--- config.mk ---
export PLATFORM = sky130hd
export DESIGN_NAME = imem_loader
export DESIGN_NICKNAME = d
export VERILOG_FILES = /design/src/rtl/imem_loader.sv
export SDC_FILE = /design/constraint.sdc
export NUM_CORES = 1
export LEC_CHECK = 0
export CAP_MARGIN = 20
export CORE_MARGIN = 3
export CORE_UTILIZATION = 40
export DETAILED_ROUTE_END_ITERATION = 8
export PLACE_DENSITY = 0.79
export REMOVE_ABC_BUFFERS = 1
export SYNTH_ARGS = -nofsm -noshare
export SYNTH_HDL_FRONTEND = slang
export SYNTH_SLANG_ARGS = --single-unit
--- constraint.sdc ---
create_clock -name clk -period 3.5 [get_ports clk]
set_clock_uncertainty 0.05 [all_clocks]
set_input_delay 0.35 -clock clk [delete_from_list [all_inputs] [get_ports clk]]
set_output_delay 0.35 -clock clk [all_outputs]
set_load 0.02 [all_outputs]
--- src/rtl/imem_loader.sv ---
// rtl/imem_loader.sv - streams a program into instruction memory, then releases the fetch stage.
// Holds the CPU in reset with nops selected while loading; RUN hands control back to the PC.
module imem_loader #(
  parameter int unsigned DEPTH    = 256,
  parameter logic [31:0] START_PC = 32'd0
) (
  input  logic        clk,
  input  logic        reset,
  input  logic        start,
  input  logic [8:0]  word_count,
  input  logic        in_valid,
  input  logic [31:0] in_data,
  output logic        in_ready,
  output logic        instruction_reset,
  output logic        write_signal,
  output logic [31:0] write_address,
  output logic [31:0] instruction_write,
  output logic        cpu_reset,
  output logic [31:0] z4,
  output logic [1:0]  select_pc,
  output logic [1:0]  select_ir2,
  output logic        select_pc2,
  output logic        busy,
  output logic        done,
  output logic        error
);

  localparam int unsigned IW = (DEPTH > 1) ? $clog2(DEPTH) : 1;

  typedef enum logic [2:0] {IDLE, CLEAR, LOAD, DRAIN, RUN} state_e;

  state_e        state_q, state_d;
  logic [8:0]    count_q, count_d;
  logic [IW-1:0] index_q, index_d;
  logic          error_q, error_d;
  logic          wr_q, wr_d;
  logic [31:0]   waddr_q, waddr_d;
  logic [31:0]   wdata_q, wdata_d;

  logic count_ok;
  logic last_beat;

  assign count_ok  = (word_count != 9'd0) && (32'(word_count) <= DEPTH);
  // The final beat leaves the index parked at count-1 so it never reaches DEPTH.
  assign last_beat = ((9'(index_q) + 9'd1) == count_q);

  always_ff @(posedge clk or posedge reset) begin
    if (reset) begin
      state_q <= IDLE;
      count_q <= '0;
      index_q <= '0;
      error_q <= 1'b0;
      wr_q    <= 1'b0;
      waddr_q <= '0;
      wdata_q <= '0;
    end else begin
      state_q <= state_d;
      count_q <= count_d;
      index_q <= index_d;
      error_q <= error_d;
      wr_q    <= wr_d;
      waddr_q <= waddr_d;
      wdata_q <= wdata_d;
    end
  end

  always_comb begin
    state_d = state_q;
    count_d = count_q;
    index_d = index_q;
    error_d = error_q;
    wr_d    = 1'b0;
    waddr_d = waddr_q;
    wdata_d = wdata_q;
    case (state_q)
      IDLE, RUN: begin
        if (start) begin
          if (count_ok) begin
            count_d = word_count;
            index_d = '0;
            error_d = 1'b0;
            state_d = CLEAR;
          end else begin
            error_d = 1'b1;
          end
        end
      end
      CLEAR: state_d = LOAD;
      LOAD: begin
        if (in_valid) begin
          wr_d    = 1'b1;
          waddr_d = 32'(index_q);
          wdata_d = in_data;
          if (last_beat) begin
            state_d = DRAIN;
          end else begin
            index_d = index_q + IW'(1);
          end
        end
      end
      DRAIN:   state_d = RUN;
      default: state_d = IDLE;
    endcase
  end

  assign in_ready          = (state_q == LOAD);
  assign instruction_reset = (state_q == CLEAR);
  assign busy              = (state_q == CLEAR) || (state_q == LOAD) || (state_q == DRAIN);
  assign done              = (state_q == RUN);
  assign cpu_reset         = (state_q != RUN);
  assign select_pc         = (state_q == RUN) ? 2'd1 : 2'd0;
  assign select_ir2        = (state_q == RUN) ? 2'd0 : 2'd1;
  assign select_pc2        = 1'b0;
  assign z4                = START_PC;
  assign write_signal      = wr_q;
  assign write_address     = waddr_q;
  assign instruction_write = wdata_q;
  assign error             = error_q;

endmodule

==> summary.txt <==
Clock network
  – Setup Fix Bufs, Post-CTS: 0
  – Clock Path Buffers: 2
  – Clock Latency Late Sink: 0.32 ns
  – CTS H-tree lvls: 3
  – Num CTS Buffers: 9
  – Clk slew on worst S/H paths: 0.07 ns
  – TritonCTS clock tree: built
  – Hold_buf cts: 0
  – Clock tree root buffer cell: clkbuf_8
  – Clk sinks: 62
  – Post-cts resize count: 0

Synthesis
  – Synth area leader: dfrtp_1
  – Synth Area in XOR/XNOR: 2.19%
  – Seq/Total Area, Yosys: 48.6%
  – Top FF cell, synth: dfrtp_1
  – Main area contributors after synthesis: dfrtp_1, nand2_1, buf_4, mux2_2, clkbuf_1
  – Post-synth ARST share: 100%
  – Most common library cells after synthesis: nand2_1, buf_4, dfrtp_1, clkbuf_1, mux2_2
  – Post-synthesis compound-gate area fraction: 5.29%
  – Post-synthesis mux area share: 4.11%
  – Library cells used by synthesis: 42
  – Simple-gate area share of the yosys netlist: 22.5%
  – Gate Count Post-Synth: 355
  – Warning count from the yosys run: 0
  – Most numerous cell in the Yosys netlist: nand2_1
  – Post-synthesis adder-cell area fraction: 0.392%
  – Synthesis-stage register bit count: 62
  – Avg Cell Area, Syn: 9.00 sq um
  – Post-synth EDFFs: 0
  – Syn Std Cell Area: 3200 sq um
  – Largest family of logic cells by synthesized area: simple AND/OR/NAND/NOR gates
  – Synth top area share: 48.6%

Run status
  – Status: finished clean

Route
  – DR WL met2: 3350 um
  – Met3 wire len: 535 um
  – M1 WL: 2860 um
  – Highest Signal Layer: met4
  – Via count: 2457
  – Initial drt markers: 79
  – DRC: 0
  – DR pass1 iterations: 4
  – Wire length per cell: 12.5 um
  – Post-route ant nets: 0
  – Total routed wirelength: 6860 um
  – Routed vias/inst: 4.48

Timing
  – Slew Limit Fails: 0
  – Worst-Margin Slew: 0.871 ns
  – Final hold viol count: 0
  – Final setup viols: 0
  – Min cycle time layout: 2.40 ns
  – Setup Total Neg Slack: 0 ns
  – Final period util: 68.6%
  – Fmax: 0.417 GHz
  – Rel. slew slack: 41.9%
  – RSZ-0062 raised after global routing: no

Placed design
  – Detailed placement HPWL: 5110 um
  – PortBufs: 93
  – Dpl cell area: 3980 sq um
  – Gpl congestion: 0.747
  – Inst Count DP: 533

Global routing
  – Global route overflow: 0
  – Pin count of the biggest net entering global routing: 49
  – Vias in the first global route: 2387
  – Initial antenna violation count: 0
  – Gr usage total: 15.7%
  – First-pass GRT wire length: 11100 um

Critical path
  – Crit path kind: reg -> reg
  – Worst Path Required: 3.66 ns
  – Max incr delay on CP: 0.47 ns
  – Reg2Reg Setup Slack: 1.10 ns
  – Arr. time, crit path: 2.56 ns
  – Worst path slowest cell: dfrtp_1
  – Worst Setup End Kind: flop
  – CP Cell Sequence: ha_1 > and3_1 > and4_1 > o21ai_0 > a2111oi_2 > buf_4 > or2b_4 > o41ai_1
  – Crit path max fanout: 11
  – Startpoint Class: flop

Final layout
  – # fillers: 690
  – Ant diodes: 0
  – Layout area overhead: 30.5%
  – Layout cells sized above 1: 7.33%
  – Non-Filler Instances: 549
  – Fin nets: 491
  – Cell area after layout: 4170 sq um

Hold path
  – Min-delay worst type: reg -> reg

Floorplan
  – # IOs: 153
  – Initial Util: 42.7%
  – Die Width: 95.4 um
  – Die area: 9100 sq um
  – Die H: 95.4 um
  – Core area: 7490 sq um
  – FP Rows: 31

Pwr
  – Pwr dens: 805 nW/um^2
  – Maximum vdd drop: 0.466 mV
  – Leakage dissipation: 0.00203 uW

Job
  – Max Cap Viol: 0
## sequential cells by signal, indices dropped and copies added, names as in the netlist
register,cells
instruction_write,32
count_q,9
index_q,8
write_address,8
state_q,3
error,1
write_signal,1
## metal layers
layer | global-route usage (%) | vias to the layer above
met2 | 25.7 | 100
met1 | 19.6 | 1140
met5 | 0 | -
met3 | 3.71 | 10
met4 | 6.99 | 0
li1 | - | 1207
## area by class of cell
| class | instances | area [sq um] | share of cell area, % |
|---|---|---|---|
| Tap cell | 99 | 124 | 2.97 |
| Sequential cell | 62 | 1550 | 37.2 |
| Timing Repair Buffer | 98 | 968 | 23.2 |
| Inverter | 4 | 15.0 | 0.360 |
| Multi-Input combinational cell | 270 | 1320 | 31.7 |
| Clock inverter | 6 | 61.3 | 1.47 |
| Clock buffer | 10 | 128 | 3.06 |
## critical path: cells and delay by family (launching register included)
family / cells / cell delay (ns)
fa+ha+maj: 1 / 0.29
flops: 1 / 0.47
buf+inv: 1 / 0.20
compound gates: 3 / 0.55
simple gates: 3 / 0.73
## report_power, final
| group | switching [uW] | internal (uW) | total, uW | leakage, uW |
|---|---|---|---|---|
| Sequential | 182 | 1010 | 1190 | 0.000790 |
| Clock | 273 | 328 | 600 | 0.0000964 |
| Combinational | 854 | 715 | 1570 | 0.00114 |
| Total | 1310 | 2050 | 3360 | 0.00203 |
## layout by cell type, fill, tap and decap left out, types with 3 or more instances in the layout
master / n
xnor2_1: 4
buf_4: 5
dfrtp_1: 62
o21ai_0: 3
clkinv_2: 3
mux2_2: 9
nor2b_1: 5
nand2_1: 130
o41ai_1: 3
nor2_1: 7
clkbuf_8: 9
nand3_1: 7
xor2_1: 4
conb_1: 59
clkdlybuf4s50_1: 93
mux2i_1: 3
o311ai_0: 4
## final timing paths
kind	start	cells after the start	to
setup reg to reg	index_q[0]	8	index_q[6]
hold / removal	instruction_write[2]	2	instruction_write[2]
max in group asynchronous	reset	3	count_q[6]
min in group asynchronous	reset	2	instruction_write[30]
hold reg to reg	instruction_write[2]	2	instruction_write[2]
setup / recovery	index_q[0]	8	index_q[6]
## logic make-up (layout without fill, tap and decap cells)
kind of cell / Yosys count / count (layout)
AOI/OAI and AO/OA: 22 / 22
xor gates and xnor gates: 8 / 8
adders and majority gates: 1 / 1
buffers and inverters: 81 / 118
DFF: 62 / 62
muxes: 12 / 12
other: 1 / 59
and+or+nand+nor: 168 / 168
## metrics by stage
step                hold slack, ns  total power (uW)  setup slack [ns]  util [%]
floorplan                    0.405              2070             0.434         -
global placement             0.407              2750             0.930      53.2
detailed placement           0.412              2790             0.826      53.2
CTS                          0.428              3410              1.09      55.7
global route                 0.443              3600             0.932      55.7
finish                       0.424              3360              1.10      55.7
Note: power is estimated with default switching activity, not from simulation.
